<file path="src/rtl/pmem_arbiter_pkg.sv">
// rtl/pmem_arbiter_pkg.sv - shared widths and arbiter state encoding for the pmem path
package pmem_arbiter_pkg;

    localparam int ADDR_W = 16;
    localparam int LINE_W = 128;

    typedef logic [2:0] arb_state_t;

    localparam arb_state_t IDLE   = 3'd0;
    localparam arb_state_t BUSY_A = 3'd1;
    localparam arb_state_t BUSY_B = 3'd2;
    localparam arb_state_t RESP_A = 3'd3;
    localparam arb_state_t RESP_B = 3'd4;

    // last_grant encoding: the port that won the most recent arbitration
    localparam logic GRANT_A = 1'b0;
    localparam logic GRANT_B = 1'b1;

endpackage

</file>
<file path="src/rtl/pmem_arbiter_if.sv">
// rtl/pmem_arbiter_if.sv - cache-side and memory-side signal bundle of the pmem arbiter
interface pmem_arbiter_if;
    import pmem_arbiter_pkg::*;

    logic              pmem_read_a;
    logic              pmem_write_a;
    logic [ADDR_W-1:0] pmem_address_a;
    logic [LINE_W-1:0] pmem_wdata_a;
    logic              pmem_resp_a;
    logic [LINE_W-1:0] pmem_rdata_a;

    logic              pmem_read_b;
    logic              pmem_write_b;
    logic [ADDR_W-1:0] pmem_address_b;
    logic [LINE_W-1:0] pmem_wdata_b;
    logic              pmem_resp_b;
    logic [LINE_W-1:0] pmem_rdata_b;

    logic              mem_read;
    logic              mem_write;
    logic [ADDR_W-1:0] mem_address;
    logic [LINE_W-1:0] mem_wdata;
    logic              mem_resp;
    logic [LINE_W-1:0] mem_rdata;

    // slave: the arbiter's view; master: the caches plus physical memory around it
    modport slave (
        input  pmem_read_a, pmem_write_a, pmem_address_a, pmem_wdata_a,
        output pmem_resp_a, pmem_rdata_a,
        input  pmem_read_b, pmem_write_b, pmem_address_b, pmem_wdata_b,
        output pmem_resp_b, pmem_rdata_b,
        output mem_read, mem_write, mem_address, mem_wdata,
        input  mem_resp, mem_rdata
    );

    modport master (
        output pmem_read_a, pmem_write_a, pmem_address_a, pmem_wdata_a,
        input  pmem_resp_a, pmem_rdata_a,
        output pmem_read_b, pmem_write_b, pmem_address_b, pmem_wdata_b,
        input  pmem_resp_b, pmem_rdata_b,
        input  mem_read, mem_write, mem_address, mem_wdata,
        output mem_resp, mem_rdata
    );

endinterface

</file>
<file path="src/rtl/pmem_arbiter.sv">
// rtl/pmem_arbiter.sv - round-robin 2:1 arbiter from split L1 caches onto single-ported memory
module pmem_arbiter
    import pmem_arbiter_pkg::*;
(
    input  logic            clk,
    input  logic            rst,
    pmem_arbiter_if.slave   bus
);

    arb_state_t        state, state_d;
    logic              last_grant, last_grant_d;
    logic              op_wr, op_wr_d;
    logic [ADDR_W-1:0] addr_q, addr_d;
    logic [LINE_W-1:0] wdata_q, wdata_d;
    logic [LINE_W-1:0] rdata_q, rdata_d;
    logic              req_a, req_b;

    assign req_a = bus.pmem_read_a | bus.pmem_write_a;
    assign req_b = bus.pmem_read_b | bus.pmem_write_b;

    always_ff @(posedge clk or posedge rst) begin
        if (rst) begin
            state      <= IDLE;
            last_grant <= GRANT_B;
            op_wr      <= 1'b0;
            addr_q     <= '0;
            wdata_q    <= '0;
            rdata_q    <= '0;
        end else begin
            state      <= state_d;
            last_grant <= last_grant_d;
            op_wr      <= op_wr_d;
            addr_q     <= addr_d;
            wdata_q    <= wdata_d;
            rdata_q    <= rdata_d;
        end
    end

    // All outputs decode from flops only, so reset clears them without waiting for a clock.
    always_comb begin
        state_d          = state;
        last_grant_d     = last_grant;
        op_wr_d          = op_wr;
        addr_d           = addr_q;
        wdata_d          = wdata_q;
        rdata_d          = rdata_q;
        bus.mem_read     = 1'b0;
        bus.mem_write    = 1'b0;
        bus.mem_address  = addr_q;
        bus.mem_wdata    = wdata_q;
        bus.pmem_resp_a  = 1'b0;
        bus.pmem_resp_b  = 1'b0;
        bus.pmem_rdata_a = rdata_q;
        bus.pmem_rdata_b = rdata_q;

        case (state)
            IDLE: begin
                // a wins a tie only when b took the previous grant
                if (req_a && (!req_b || last_grant == GRANT_B)) begin
                    state_d      = BUSY_A;
                    last_grant_d = GRANT_A;
                    addr_d       = bus.pmem_address_a;
                    wdata_d      = bus.pmem_wdata_a;
                    op_wr_d      = bus.pmem_write_a;
                end else if (req_b) begin
                    state_d      = BUSY_B;
                    last_grant_d = GRANT_B;
                    addr_d       = bus.pmem_address_b;
                    wdata_d      = bus.pmem_wdata_b;
                    op_wr_d      = bus.pmem_write_b;
                end
            end
            BUSY_A, BUSY_B: begin
                bus.mem_read  = ~op_wr;
                bus.mem_write = op_wr;
                if (bus.mem_resp) begin
                    rdata_d = bus.mem_rdata;
                    state_d = (state == BUSY_A) ? RESP_A : RESP_B;
                end
            end
            RESP_A: begin
                bus.pmem_resp_a = 1'b1;
                state_d         = IDLE;
            end
            RESP_B: begin
                bus.pmem_resp_b = 1'b1;
                state_d         = IDLE;
            end
            default: state_d = IDLE;
        endcase
    end

endmodule

</file>
<file path="src/flat_wrapper.sv">
// flat-port wrapper written by rule: the top's interface ports become plain ports
module pmem_arbiter_flat import pmem_arbiter_pkg::*;
  (clk, rst, bus_pmem_read_a, bus_pmem_write_a, bus_pmem_address_a, bus_pmem_wdata_a, bus_pmem_resp_a, bus_pmem_rdata_a, bus_pmem_read_b, bus_pmem_write_b, bus_pmem_address_b, bus_pmem_wdata_b, bus_pmem_resp_b, bus_pmem_rdata_b, bus_mem_read, bus_mem_write, bus_mem_address, bus_mem_wdata, bus_mem_resp, bus_mem_rdata);
  pmem_arbiter_if bus_i ();
  input  logic clk;
  input  logic rst;
  input wire logic [$bits(bus_i.pmem_read_a)-1:0] bus_pmem_read_a;
  input wire logic [$bits(bus_i.pmem_write_a)-1:0] bus_pmem_write_a;
  input wire logic [$bits(bus_i.pmem_address_a)-1:0] bus_pmem_address_a;
  input wire logic [$bits(bus_i.pmem_wdata_a)-1:0] bus_pmem_wdata_a;
  output wire logic [$bits(bus_i.pmem_resp_a)-1:0] bus_pmem_resp_a;
  output wire logic [$bits(bus_i.pmem_rdata_a)-1:0] bus_pmem_rdata_a;
  input wire logic [$bits(bus_i.pmem_read_b)-1:0] bus_pmem_read_b;
  input wire logic [$bits(bus_i.pmem_write_b)-1:0] bus_pmem_write_b;
  input wire logic [$bits(bus_i.pmem_address_b)-1:0] bus_pmem_address_b;
  input wire logic [$bits(bus_i.pmem_wdata_b)-1:0] bus_pmem_wdata_b;
  output wire logic [$bits(bus_i.pmem_resp_b)-1:0] bus_pmem_resp_b;
  output wire logic [$bits(bus_i.pmem_rdata_b)-1:0] bus_pmem_rdata_b;
  output wire logic [$bits(bus_i.mem_read)-1:0] bus_mem_read;
  output wire logic [$bits(bus_i.mem_write)-1:0] bus_mem_write;
  output wire logic [$bits(bus_i.mem_address)-1:0] bus_mem_address;
  output wire logic [$bits(bus_i.mem_wdata)-1:0] bus_mem_wdata;
  input wire logic [$bits(bus_i.mem_resp)-1:0] bus_mem_resp;
  input wire logic [$bits(bus_i.mem_rdata)-1:0] bus_mem_rdata;
  assign bus_i.pmem_read_a = bus_pmem_read_a;
  assign bus_i.pmem_write_a = bus_pmem_write_a;
  assign bus_i.pmem_address_a = bus_pmem_address_a;
  assign bus_i.pmem_wdata_a = bus_pmem_wdata_a;
  assign bus_pmem_resp_a = bus_i.pmem_resp_a;
  assign bus_pmem_rdata_a = bus_i.pmem_rdata_a;
  assign bus_i.pmem_read_b = bus_pmem_read_b;
  assign bus_i.pmem_write_b = bus_pmem_write_b;
  assign bus_i.pmem_address_b = bus_pmem_address_b;
  assign bus_i.pmem_wdata_b = bus_pmem_wdata_b;
  assign bus_pmem_resp_b = bus_i.pmem_resp_b;
  assign bus_pmem_rdata_b = bus_i.pmem_rdata_b;
  assign bus_mem_read = bus_i.mem_read;
  assign bus_mem_write = bus_i.mem_write;
  assign bus_mem_address = bus_i.mem_address;
  assign bus_mem_wdata = bus_i.mem_wdata;
  assign bus_i.mem_resp = bus_mem_resp;
  assign bus_i.mem_rdata = bus_mem_rdata;
  pmem_arbiter u_core (.clk(clk), .rst(rst), .bus(bus_i));
endmodule
</file>
<file path="config.mk">
export PLATFORM = sky130hd
export DESIGN_NAME = pmem_arbiter_flat
export DESIGN_NICKNAME = d
export VERILOG_FILES = /design/src/rtl/pmem_arbiter_pkg.sv /design/src/rtl/pmem_arbiter_if.sv /design/src/rtl/pmem_arbiter.sv /design/src/flat_wrapper.sv
export SDC_FILE = /design/constraint.sdc
export NUM_CORES = 1
export LEC_CHECK = 0
export ABC_AREA = 1
export CAP_MARGIN = 20
export CORE_AREA = 2 2 324 326
export DETAILED_ROUTE_END_ITERATION = 16
export DIE_AREA = 0 0 326 328
export PLACE_DENSITY = 0.42
export SLEW_MARGIN = 20
export SYNTH_ARGS = -nofsm -noshare
export SYNTH_HDL_FRONTEND = slang
export SYNTH_SLANG_ARGS = --single-unit
</file>
<file path="constraint.sdc">
create_clock -name clk -period 15 [get_ports clk]
set_input_delay 2.25 -clock clk [delete_from_list [all_inputs] [get_ports clk]]
set_output_delay 2.25 -clock clk [all_outputs]
set_load 0.01 [all_outputs]
</file>
**Word level (Yosys, flattened, before mapping)**

Index checks and enable logic that the tools add are counted.

- Input bits: 423
- Memories kept: 0
- Flip-flop bits (word level): 277
- Bits in read-only memories: 0
- Logic and storage cells: 41
- Bits in writable memories: 0
- Bits in latches: 0

- Order comparisons: 0
- Equal/unequal tests: 6
- Muxes and demuxes: 17
- $mul: 0
- Bitwise logic cells: 3
- Reductions and logical operators: 9
- Shift operators: 0
- Add/sub/neg operators: 0
- Divide/modulo/power cells: 0

Operators by type and width:

| kind | count |
|---|---|
| $mux 128 | 2 |
| $mux 16 | 2 |
| $mux 3 | 4 |
| $mux 1 | 8 |
| $eq 3x2->1 const B | 2 |
| $pmux 3 s2 | 1 |
| $reduce_and 2->1 | 3 |
| $eq 3x1->1 const B | 1 |
| $eq 3x3->1 const B | 1 |
| $logic_not 3->1 | 1 |
| $ne 3x1->1 const B | 1 |
| $ne 2x2->1 const B | 1 |
| $or 1x1->1 | 2 |
| $reduce_bool 2->1 | 1 |
| $reduce_or 2->1 | 1 |
| $logic_and 1x1->1 | 1 |
| $logic_not 1->1 | 1 |
| $logic_or 1x1->1 | 1 |
| $not 1->1 | 1 |

**Depth between registers and ports, before layout**

- Depth in word-level cells: 6
- Depth in mapped cells: 10
- Mapped depth without buffers: 8

**Worst setup path before layout**

Ideal clock, no wire load.

- Kind: reg-to-output
- From: reg u_core.state[1]
- To: out bus_mem_read
- Slack: 11612 ps
- Stages on the path, launching flop included: 7
- Data arrival time: 1138 ps
- Buffers on the path: 1
- Required time: 12750 ps
- Path through: dfrtp_1 > nor2_2 > nand2_1 > nand2_2 > buf_2 > inv_1 > nor2_1

- Longest elaborated chain between the ends: 3
- Elaborated cells on any way between the ends: 4
- Those cells by class: eq/ne (2); mux (1); reduce/logical (1)

RTL lines:

| what | RTL line | RTL |
|---|---|---|
| from (decl) | pmem_arbiter.sv:10 | `arb_state_t state, state_d;` |
| from (signal assigned) | pmem_arbiter.sv:30 | `state <= state_d;` |
| $eq 3x2->1 or $eq 3x1->1 (tied branches) | pmem_arbiter.sv:56 | `case (state)` |
| $reduce_or 2->1 (*) | pmem_arbiter.sv:56 |  |
| $mux 1 (*) | pmem_arbiter.sv:56 |  |
| to (decl) | flat_wrapper.sv:19 | `output wire logic [$bits(bus_i.mem_read)-1:0] bus_mem_read;` |

Mark *: on every way between the ends. The rest lies on a longest branch, timed or not.

**Worst setup path after layout**

Same ends and word-level chain as after synthesis.

==> impl_metrics.ini <==
[synthesis]
synth-seq-cells = 277
synthCells = 1822
synth_top_area_share = 0.5032
syn_area_per_cell_sq_um = 7.533
yosys-top-cells-area = dfrtp_1, nand2_1, nand3_1
yosys_warnings = 0
syn_area_sq_um = 13730
netlist-cell-type-count = 20
synth_top_area_cell = dfrtp_1
seq_area_frac_synth = 0.5051
synth_fp_nets = 2245

[power]
cellPowerDensity_nw_per_um2 = 213.0
leakage_uw = 0.01105
peakVddDrop_mv = 0.08301

[die]
die_h_um = 328
start_util = 0.1330
io_pins = 827
dieArea_sq_um = 106900
core_area_sq_um = 103200
num_rows = 118
die_w_um = 326

[timing]
hold_viol_final = 0
rsz0062_at_grt = false
setup_violations = 0
period_share = 0.3364
skew_ns = 0.02415
fmax_ghz = 0.1982
tightest_slew_ns = 0.9487
whs_ns = 0.4735
tns_ns = 0
relSlewSlack = 0.3675
final_max_slew_viol_count = 0
layout_min_cycle_time_ns = 5.046

[worst_setup_path]
worstPathCellList = nor2_2 -> nand2_1 -> nand2_4 -> inv_1 -> nor2_1 -> clkdlybuf4s50_1
critPathRequiredTime_ns = 12.75
crit_path_end_kind = primary output
worstPathArrival_ns = 2.80
cp-start-kind = flop
slowest_stage = nand2_4
crit_family = simple AND/OR/NAND/NOR gates
crit_fanout = 64
critPathKind = reg -> out
slowest_delay_ns = 0.57
cp.buffers_inverters = 2

[cts]
cts_tree = built
clock_path_buffers = 3
htree_levels = 2
path_clk_slew_ns = 0.06
cts_buffers = 39
cts_resized = 0
cts.sinks = 277
clkLatencyLatePin_ns = 0.58
cts_setup_buffers = 0
root_buffer = clkbuf_16
hold_buffers = 0

[drt]
antenna_left = 0
drcViolationCount = 0
drt_iter0_drc = 712
viasPerCell = 3.658
wl_per_cell_um = 19.91
drt_first_pass_iters = 4
num_vias = 14160
drt_wl_total_um = 77040

[finish]
fin_nets = 2879
drive_gt1_frac = 0.03620
layout_common_cells = nand2_1, clkdlybuf4s50_1, dfrtp_1, nand3_1, clkbuf_16
layout_commonest_cell = nand2_1
syn2layout_area_growth_pct = 72.19

[global_routing]
antenna_found_initial = 19
grt_pass1_wl_um = 108200
grt_max_degree = 77
grt_overflow = 0
grt_usage = 0.1391
first_global_vias = 14560

[placement]
portBuffers = 826
gp_congestion = 0.7887
dp_hpwl_um = 58350

[min_path]
hp-class = reg -> reg

[run]
drv_cap = 0

[status]
outcome = completed
[layout make-up]
| cell class | instances | area, sq um |
|---|---|---|
| Timing Repair Buffer | 842 | 8386 |
| Fill cell | 11460 | 79570 |
| Clock buffer | 56 | 1131 |
| Sequential cell | 277 | 6933 |
| Antenna cell | 4 | 10.01 |
| Clock inverter | 15 | 171.4 |
| Tap cell | 1380 | 1727 |
| Multi-Input combinational cell | 1283 | 5210 |
| Inverter | 13 | 66.31 |
[cells in the mapped netlist (all sizes together)]
cell type,instances
o21ai,2
nor2,8
dfrtp,276
a21oi,1
nand2,996
nor3,1
inv,13
nand4,2
nand3,273
buf,218
clkbuf,31
dfstp,1
[state kept, by name (all words and copies together), names as in the netlist]
signal	count
u_core.bus.mem_address	16
u_core.bus.mem_wdata	128
u_core.bus.pmem_rdata_a	128
u_core.last_grant	1
u_core.op_wr	1
u_core.state	3
[worst paths after layout]
path / start / end / slack (ns) / depth (start not counted)
hold / removal: u_core.bus.mem_wdata[15] / u_core.bus.mem_wdata[15] / 0.47 / 2
setup reg to reg: u_core.state[1] / u_core.bus.mem_wdata[0] / 11.70 / 7
max in group asynchronous: rst / u_core.bus.mem_wdata[73] / 10.79 / 4
setup / recovery: u_core.state[1] / bus_mem_read / 9.95 / 6
min in group asynchronous: rst / u_core.bus.pmem_rdata_a[96] / 2.15 / 2
hold reg to reg: u_core.bus.mem_wdata[15] / u_core.bus.mem_wdata[15] / 0.47 / 2
[stage by stage]
step / util / std cells / worst slack (ns) / power [uW] / instance area (sq um)
floorplan: - / 1822 / 5.115 / 2686 / 13730
global placement: 0.2163 / 3795 / 9.370 / 4171 / 22320
detailed placement: 0.2163 / 3795 / 9.268 / 4166 / 22320
CTS: 0.2289 / 3866 / 9.837 / 5182 / 23620
global route: 0.2290 / 3870 / 9.734 / 5417 / 23630
finish: 0.2290 / 3870 / 9.954 / 5033 / 23630
[per-layer routing]
layer / part of all wire / GRT usage / wire (um) / up-vias
met5: 0.00084 / 0 / 65 / -
met4: 0.022 / 0.04258 / 1686 / 10
met3: 0.086 / 0.05296 / 6650 / 89
met2: 0.50 / 0.2431 / 38540 / 567
met1: 0.39 / 0.1560 / 30090 / 6662
li1: - / - / - / 6827
[report_power, final]
group	internal (uW)	leakage, uW	total [uW]	switching, uW
registers	1110	0.00344	1410	298
clock network	577	0.000643	959	382
logic	1220	0.00696	2660	1440
[cells by family (layout without fill, tap and decap cells)]
| family | after synthesis | after routing | share of synthesized area |
|---|---|---|---|
| other | 0 | 4 | 0 |
| buffers and inverters | 262 | 926 | 0.1173 |
| AOI/OAI and AO/OA | 3 | 3 | 0.001094 |
| DFF | 277 | 277 | 0.5051 |
| and+or+nand+nor | 1280 | 1280 | 0.3765 |
[worst reg2reg max path, delay by kind of cell, from the launching register on]
kind                   cells  cell delay [ns]
and+or+nand+nor            5             1.29
buffers and inverters      2             1.49
DFF                        1             0.44
(Power assumes the default switching activity.)
